### src/rtl/menu_pkg.sv
// Shared menu-screen types and default button rectangles (640x480 pixel coordinates).
// The menu artwork and the button controller both draw on these constants.
package menu_pkg;

    typedef enum logic [1:0] {
        IDLE     = 2'd0,
        ARM_S    = 2'd1,
        ARM_C    = 2'd2,
        WAIT_REL = 2'd3
    } click_state_t;

    typedef enum logic [1:0] {
        C_IDLE   = 2'd0,
        C_REQ    = 2'd1,
        C_LINKED = 2'd2
    } conn_state_t;

    localparam int unsigned DEF_START_X0       = 32'd220;
    localparam int unsigned DEF_START_X1       = 32'd419;
    localparam int unsigned DEF_START_Y0       = 32'd230;
    localparam int unsigned DEF_START_Y1       = 32'd289;
    localparam int unsigned DEF_CONN_X0        = 32'd220;
    localparam int unsigned DEF_CONN_X1        = 32'd419;
    localparam int unsigned DEF_CONN_Y0        = 32'd330;
    localparam int unsigned DEF_CONN_Y1        = 32'd389;
    localparam int unsigned DEF_TIMEOUT_CYCLES = 32'd100_000_000;

endpackage

### src/rtl/rect_hit.sv
// Combinational inclusive rectangle test: hit is 1 when (x,y) lies on or inside the box.
module rect_hit #(
    parameter int unsigned X0 = 32'd0,
    parameter int unsigned X1 = 32'd639,
    parameter int unsigned Y0 = 32'd0,
    parameter int unsigned Y1 = 32'd479
) (
    input  logic [9:0] x,
    input  logic [9:0] y,
    output logic       hit
);

    assign hit = (x >= 10'(X0)) && (x <= 10'(X1)) && (y >= 10'(Y0)) && (y <= 10'(Y1));

endmodule

### src/rtl/menu_button_ctrl.sv
// Main-menu mouse controller: registered hover flags, press/release click detection
// on the START and CONNECT buttons, and the link-connect handshake with timeout.
module menu_button_ctrl
    import menu_pkg::*;
#(
    parameter int unsigned START_X0       = DEF_START_X0,
    parameter int unsigned START_X1       = DEF_START_X1,
    parameter int unsigned START_Y0       = DEF_START_Y0,
    parameter int unsigned START_Y1       = DEF_START_Y1,
    parameter int unsigned CONN_X0        = DEF_CONN_X0,
    parameter int unsigned CONN_X1        = DEF_CONN_X1,
    parameter int unsigned CONN_Y0        = DEF_CONN_Y0,
    parameter int unsigned CONN_Y1        = DEF_CONN_Y1,
    parameter int unsigned TIMEOUT_CYCLES = DEF_TIMEOUT_CYCLES
) (
    input  logic       clk,
    input  logic       rst_n,
    input  logic [9:0] MOUSE_X,
    input  logic [9:0] MOUSE_Y,
    input  logic       MOUSE_LEFT,
    input  logic       menu_active,
    input  logic       link_ack,
    output logic       mouse_on_start_button,
    output logic       mouse_on_connect_button,
    output logic       start_pulse,
    output logic       connect_req,
    output logic       connecting,
    output logic       connect_timeout
);

    localparam int unsigned CNT_W = ($clog2(TIMEOUT_CYCLES) < 1) ? 1 : $clog2(TIMEOUT_CYCLES);
    localparam logic [CNT_W-1:0] CNT_LAST = CNT_W'(TIMEOUT_CYCLES - 32'd1);
    localparam logic [CNT_W-1:0] CNT_MAX  = {CNT_W{1'b1}};

    logic         start_hit_s;
    logic         conn_hit_s;
    logic         on_start_s;
    logic         on_conn_s;
    logic         press_s;
    logic         release_s;
    logic         left_d_r;
    logic         conn_click_r;
    click_state_t click_state_r;
    conn_state_t  conn_state_r;
    logic [CNT_W-1:0] cnt_r;

    rect_hit #(.X0(START_X0), .X1(START_X1), .Y0(START_Y0), .Y1(START_Y1)) u_start_hit (
        .x   (MOUSE_X),
        .y   (MOUSE_Y),
        .hit (start_hit_s)
    );

    rect_hit #(.X0(CONN_X0), .X1(CONN_X1), .Y0(CONN_Y0), .Y1(CONN_Y1)) u_conn_hit (
        .x   (MOUSE_X),
        .y   (MOUSE_Y),
        .hit (conn_hit_s)
    );

    // Current-cycle hover qualifiers and button edges.
    always_comb begin
        on_start_s = start_hit_s & menu_active;
        on_conn_s  = conn_hit_s & menu_active;
        press_s    = MOUSE_LEFT & ~left_d_r;
        release_s  = ~MOUSE_LEFT & left_d_r;
    end

    // Registered hover flags and previous button level.
    always_ff @(posedge clk or negedge rst_n) begin
        if (!rst_n) begin
            mouse_on_start_button   <= 1'b0;
            mouse_on_connect_button <= 1'b0;
            left_d_r                <= 1'b0;
        end else begin
            mouse_on_start_button   <= on_start_s;
            mouse_on_connect_button <= on_conn_s;
            left_d_r                <= MOUSE_LEFT;
        end
    end

    // Click FSM: a click counts only if press and release both land on the same button.
    always_ff @(posedge clk or negedge rst_n) begin
        if (!rst_n) begin
            click_state_r <= IDLE;
            start_pulse   <= 1'b0;
            conn_click_r  <= 1'b0;
        end else begin
            start_pulse  <= 1'b0;
            conn_click_r <= 1'b0;
            if (!menu_active) begin
                click_state_r <= IDLE;
            end else begin
                case (click_state_r)
                    IDLE: begin
                        if (press_s) begin
                            if (on_start_s)     click_state_r <= ARM_S;
                            else if (on_conn_s) click_state_r <= ARM_C;
                            else                click_state_r <= WAIT_REL;
                        end
                    end
                    ARM_S: begin
                        if (release_s) begin
                            click_state_r <= IDLE;
                            start_pulse   <= on_start_s;
                        end else if (!on_start_s) begin
                            click_state_r <= WAIT_REL;
                        end
                    end
                    ARM_C: begin
                        if (release_s) begin
                            click_state_r <= IDLE;
                            conn_click_r  <= on_conn_s;
                        end else if (!on_conn_s) begin
                            click_state_r <= WAIT_REL;
                        end
                    end
                    WAIT_REL: begin
                        if (release_s) click_state_r <= IDLE;
                    end
                    default: click_state_r <= IDLE;
                endcase
            end
        end
    end

    // Connect handshake FSM; link_ack takes priority over a coincident timeout.
    always_ff @(posedge clk or negedge rst_n) begin
        if (!rst_n) begin
            conn_state_r    <= C_IDLE;
            cnt_r           <= '0;
            connect_req     <= 1'b0;
            connecting      <= 1'b0;
            connect_timeout <= 1'b0;
        end else begin
            connect_timeout <= 1'b0;
            case (conn_state_r)
                C_IDLE: begin
                    cnt_r       <= '0;
                    connect_req <= conn_click_r;
                    connecting  <= conn_click_r;
                    if (conn_click_r) conn_state_r <= C_REQ;
                end
                C_REQ: begin
                    if (link_ack) begin
                        conn_state_r <= C_LINKED;
                        connect_req  <= 1'b0;
                        connecting   <= 1'b1;
                    end else if (cnt_r == CNT_LAST) begin
                        conn_state_r    <= C_IDLE;
                        connect_req     <= 1'b0;
                        connecting      <= 1'b0;
                        connect_timeout <= 1'b1;
                    end else begin
                        connect_req <= 1'b1;
                        connecting  <= 1'b1;
                        if (cnt_r != CNT_MAX) cnt_r <= cnt_r + CNT_W'(1);
                    end
                end
                C_LINKED: begin
                    connect_req <= 1'b0;
                    connecting  <= 1'b1;
                end
                default: begin
                    conn_state_r <= C_IDLE;
                    connect_req  <= 1'b0;
                    connecting   <= 1'b0;
                end
            endcase
        end
    end

endmodule

### config.mk
export PLATFORM = sky130hd
export DESIGN_NAME = menu_button_ctrl
export DESIGN_NICKNAME = d
export VERILOG_FILES = /design/src/rtl/menu_pkg.sv /design/src/rtl/rect_hit.sv /design/src/rtl/menu_button_ctrl.sv
export SDC_FILE = /design/constraint.sdc
export NUM_CORES = 1
export LEC_CHECK = 0
export BUFFER_PORTS_ARGS = -buffer_cell sky130_fd_sc_hd__buf_2
export CORE_MARGIN = 4
export CORE_UTILIZATION = 58
export CTS_CLUSTER_DIAMETER = 40
export DETAILED_ROUTE_END_ITERATION = 12
export PLACE_DENSITY_LB_ADDON = 0.1
export REMOVE_ABC_BUFFERS = 1
export SLEW_MARGIN = 5
export SYNTH_ARGS = -nofsm -noshare
export SYNTH_HDL_FRONTEND = slang
export SYNTH_SLANG_ARGS = --single-unit
### constraint.sdc
create_clock -name clk -period 2.65 [get_ports clk]
set_input_delay 0.1325 -clock clk [delete_from_list [all_inputs] [get_ports clk]]
set_output_delay 0.1325 -clock clk [all_outputs]
set_load 0.01 [all_outputs]
## Word level (Yosys, flattened, before mapping)

Cells that the tools add are included.

- Bitwise logic cells: 7
- Multiplexer cells: 32
- Equal/unequal tests: 16
- Magnitude comparators: 6
- $add $sub $neg: 1
- Reduce and logical (&&, ||, !) cells: 11

Operator list:

| operator | number |
|---|---|
| $mux 27 | 3 |
| $pmux 27 s2 | 1 |
| $le 10x9->1 const B | 3 |
| $add 27x1->27 const B | 1 |
| $eq 27x27->1 const B | 1 |
| $ne 27x27->1 const B | 1 |
| $mux 2 | 11 |
| $ge 10x8->1 const B | 2 |
| $mux 1 | 13 |
| $ge 10x9->1 const B | 1 |
| $ne 3x3->1 const B | 3 |
| $ne 2x2->1 const B | 4 |
| $ne 4x4->1 const B | 2 |
| $pmux 2 s4 | 1 |
| $reduce_and 4->1 | 2 |
| $eq 2x2->1 const B | 3 |
| $pmux 2 s3 | 1 |
| $logic_and 1x1->1 | 5 |
| $and 1x1->1 | 4 |
| $eq 2x1->1 const B | 2 |
| $logic_not 2->1 | 2 |
| $not 1->1 | 3 |
| $pmux 1 s3 | 1 |
| $reduce_and 3->1 | 1 |
| other kinds (2) | 2 |

- Logic and storage cells: 84
- Input bits: 25
- Register bits: 39

## Depth between registers and ports, before layout

- Depth in word-level cells: 10
- Gate-level depth with buffers: 8
- Gate-level depth less buffers: 7

## Hierarchy

Synthesis repeated with hierarchy kept, for this count alone.

- Cell total of the unflattened synthesis: 318
- Area, all modules: 2767.7 um2

By module, submodules not included:

| module | times used | area an instance (um2) | cells each | seq. area each (um2) |
|---|---|---|---|---|
| menu_button_ctrl | 1 | 2582.5 | 289 | 975.9 |
| rect_hit at u_conn_hit | 1 | 96.3 | 16 | 0.0 |
| rect_hit at u_start_hit | 1 | 88.8 | 13 | 0.0 |

## Worst setup path after synthesis

Ideal clock, no wire load.

- Path kind: register to register
- Start: register cnt_r[0]
- End: register cnt_r[2]
- Path buffers: 2
- Arrival: 1868 ps
- Slack: 661 ps
- Cell stages (with the launch flop): 8
- Library setup time: 120 ps
- Cell sequence: dfrtp_1 -> ha_1 -> nand3_1 -> or4_4 -> o211a_1 -> buf_6 -> buf_6 -> a41o_1

- Cells in the longest elaborated chain, start to end: 5
- Elaborated cells between the ends (all ways): 10

Ends and longest elaborated chain:

| what | line | text |
|---|---|---|
| start, declared | menu_button_ctrl.sv:45 | `logic [CNT_W-1:0] cnt_r;` |
| start signal, assigned | menu_button_ctrl.sv:155 | `if (cnt_r != CNT_MAX) cnt_r <= cnt_r + CNT_W'(1);` |
| $add 27x1->27 | menu_button_ctrl.sv:155 |  |
| $mux 27 | menu_button_ctrl.sv:155 |  |
| $mux 27 | menu_button_ctrl.sv:147 | `end else if (cnt_r == CNT_LAST) begin` |
| $mux 27 | menu_button_ctrl.sv:143 | `if (link_ack) begin` |
| $pmux 27 s2 | menu_button_ctrl.sv:135 | `case (conn_state_r)` |

Parallel ways exist; a longest one is shown, timed or not. The select of a mux whose other input is x is not followed.
A chain may end at the register's enable or synchronous reset.

## Worst setup path after layout

- Start: register cnt_r[0]
- End: register cnt_r[11]

The elaborated chain is that of the path after synthesis.

==> flow_summary_export.csv <==
group,metric,value,unit
die,die_h,73.80,µm
critical_path,cp-startpoint,"cnt_r[0]$_DFFE_PN0P_",
yosys,yosys_warnings,0,
die,io_pins,31,
yosys,synthDistinctLibCells,58,
place,gp_congestion,0.9182,
outcome,status,"complete, no violations",
routing,antenna_left,0,
die,rows,23,
finish,fin_nets,338,
yosys,synth_most_common_cell,"dfrtp_1",
routing,vias_per_cell,6.623,
yosys,synth-seq-cells,39,
critical_path,critPathKind,"register to register",
clocking,cts_buffers,5,
power_and_ir_drop,finalPower,1.297,mW
clocking,clk_latency,0.29,ns
die,die_width,73.80,µm
finish,fillCellCount,335,
routing,first_iter_violations,281,
die,initial_utilization,61.45,%
yosys,ys.flop_type,"dfrtp_1",
critical_path,crit_fanout,18,
sta,tightest_slew,0.8644,ns
routing,detailedRoute.firstPassIterationCount,5,
sta,maxSlewHeadroom,42.37,%
finish,syn_to_final_growth,12.06,%
die,die-area,5446,µm²
finish,seqCellArea,975.9,µm²
critical_path,crit_required,2.87,ns
die,core_area,4086,µm²
power_and_ir_drop,p_comb_share,12.5,%
yosys,synth_edf_count,0,
routing,vias,2371,
clocking,cts-root-buf,"clkbuf_8",
grt,grt_pass1_vias,2229,
yosys,yosysTopAreaCell,"dfrtp_1",
finish,antenna_cells,0,
clocking,h-tree-depth,2,
grt,grt_pass1_wl,10280,µm
critical_path,worstRegToRegCells,6,
flow_run,cap_violations,0,
sta,hold_viol_final,0,
finish,max_flop_register,"cnt_r",
finish,top_regs,"cnt_r (27), click_state_r (2), conn_state_r (2)",
power_and_ir_drop,switching_share,24.03,%
critical_path,crit_arrival,2.52,ns
routing,wl,5869,µm
clocking,numClockSinks,39,
power_and_ir_drop,p_per_area,460.9,nW/µm²
critical_path,start_kind,"register",
critical_path,reg2reg_from,"cnt_r[0]$_DFFE_PN0P_",
min_path,min_path_type,"primary input to register",
sta,fin_crit_sh,86.87,%
place,dp.final_hpwl,4273,µm
critical_path,reg2reg_slack,0.35,ns
sta,slew_violations,0,
grt,antenna_found_initial,0,
yosys,netlist_area,2511,µm²
power_and_ir_drop,p_int,985.4,µW
critical_path,end_kind,"register",
yosys,yosys.area.top_type_share,38.86,%
place,io_buffers,27,
clocking,cts_tree,"built",
power_and_ir_drop,leakagePower,1.162,nW
yosys,postSynthAreaPerCell,9.033,µm²
clocking,clockBufferDepth,2,
clocking,path_clk_slew,0.08,ns
sta,setup-tns-final,0,ns
sta,skew,0.003341,ns
yosys,yosys-top-cells-count,"dfrtp_1, nand2_1, a21oi_1",
critical_path,crit_path_end,"cnt_r[11]$_DFFE_PN0P_",
sta,rsz0062_at_grt,"false",
sta,setup_viol_count_final,0,
sta,max_freq,434.4,MHz
grt,track_usage,24.19,%
grt,grt_start_max_net_pins,40,
power_and_ir_drop,p_switching,311.7,µW
routing,avgRoutedWirePerCell,16.39,µm
clocking,cts_setup_buffers,0,
power_and_ir_drop,vdd_ir_drop_max,270.0,µV
critical_path,r2r_end,"cnt_r[11]$_DFFE_PN0P_",
clocking,hold_buffers,2,
finish,multi_input_area,1409,µm²
finish,largest_reg_flops,27,
yosys,syn_inst,278,
finish,drive_gt1_share,16.23,%
routing,drcViolationCount,0,
yosys,synth-seq-area-share,38.86,%
power_and_ir_drop,clkPwrFrac,39.5,%
clocking,cts_resized,0,
yosys,async_reset_ff_share,100.0,%
power_and_ir_drop,p_seq_share,47.9,%
grt,grt_overflow,0,
yosys,synth.area.top_cells,"dfrtp_1, a21oi_1, o41ai_1",
sta,min_period,2.302,ns
-- worst min-delay path by stage --
stage / from / end / cells past startpoint
detailed placement: MOUSE_LEFT / left_d_r$_DFF_PN0_ / 1
CTS: link_ack / connect_timeout$_DFF_PN0_ / 2
floorplan: rst_n / click_state_r[0]$_DFFE_PN0P_ / 0
global route: link_ack / connect_timeout$_DFF_PN0_ / 2
global placement: MOUSE_LEFT / left_d_r$_DFF_PN0_ / 1
finish: link_ack / connect_timeout$_DFF_PN0_ / 2
-- placed cells by master (no fill, tap or decap), drive strengths merged, types with 8 or more instances in the layout --
master,instances
dfrtp,39
nand3,13
or4,8
o41ai,12
buf,34
inv,10
nand4,13
a21oi,23
nand4b,8
o31ai,9
nor2,15
nand2,25
o21ai,10
-- cell type report --
cell class,instances,share of cell area (%)
Sequential cell,39,34.68
Clock inverter,2,1.245
Tap cell,50,2.223
Clock buffer,6,2.935
Multi-Input combinational cell,214,50.07
Inverter,11,1.467
Timing Repair Buffer,36,7.381
-- stage by stage --
step                      std cells  cell area, µm²  setup WS (ns)  hold WS [ns]  utilization [%]
after CTS                       358            2814         0.3544       0.05741            68.86
after floorplan                 264            2426         0.4534       -0.1631                -
after global placement          348            2676         0.4164        0.2775            65.49
after global routing            358            2814         0.2040       0.06536            68.86
after detailed placement        348            2676         0.3821        0.2791            65.49
final                           358            2814         0.3480       0.07007            68.86
-- worst max-delay path, cell delays in order, from the launching register on --
cell and delay (ns):
dfrtp_1 0.39, ha_1 0.25, nand3_1 0.15, or4_4 0.56, o211a_1 0.46, a31o_1 0.33, a21oi_2 0.11
-- kinds of logic (layout without fill, tap and decap cells) --
logic type	Yosys count	in the layout	synth area share, %
AND/OR/NAND/NOR	127	127	30.14
AO/OA/AOI/OAI	78	78	21.77
flip-flops	39	39	38.86
buffers and inverters	25	55	5.032
adder cells (fa/ha/maj)	6	6	2.989
multiplexers	3	3	1.196
-- power groups by stage --
stage          Sequential, mW  Clock, mW  Combinational [mW]
2_1_floorplan           0.631          0               0.108
4_1_cts                 0.622      0.523               0.165
3_5_place_dp            0.634          0               0.161
3_3_place_gp            0.633          0               0.161
6_report                0.622      0.513               0.162
5_1_grt                 0.625      0.552               0.188
-- layer usage --
layer  vias up  track usage [%]  wire length, µm  share of wire [%]
li1       1149                -                -                  -
met1      1130            33.62             2659                 45
met2        83            37.70             2728                 46
met3         9            5.335              409                7.0
met4         0            7.243               72                1.2
met5         -                0                0                  0
No activity file was read; power rests on OpenSTA's default activity.
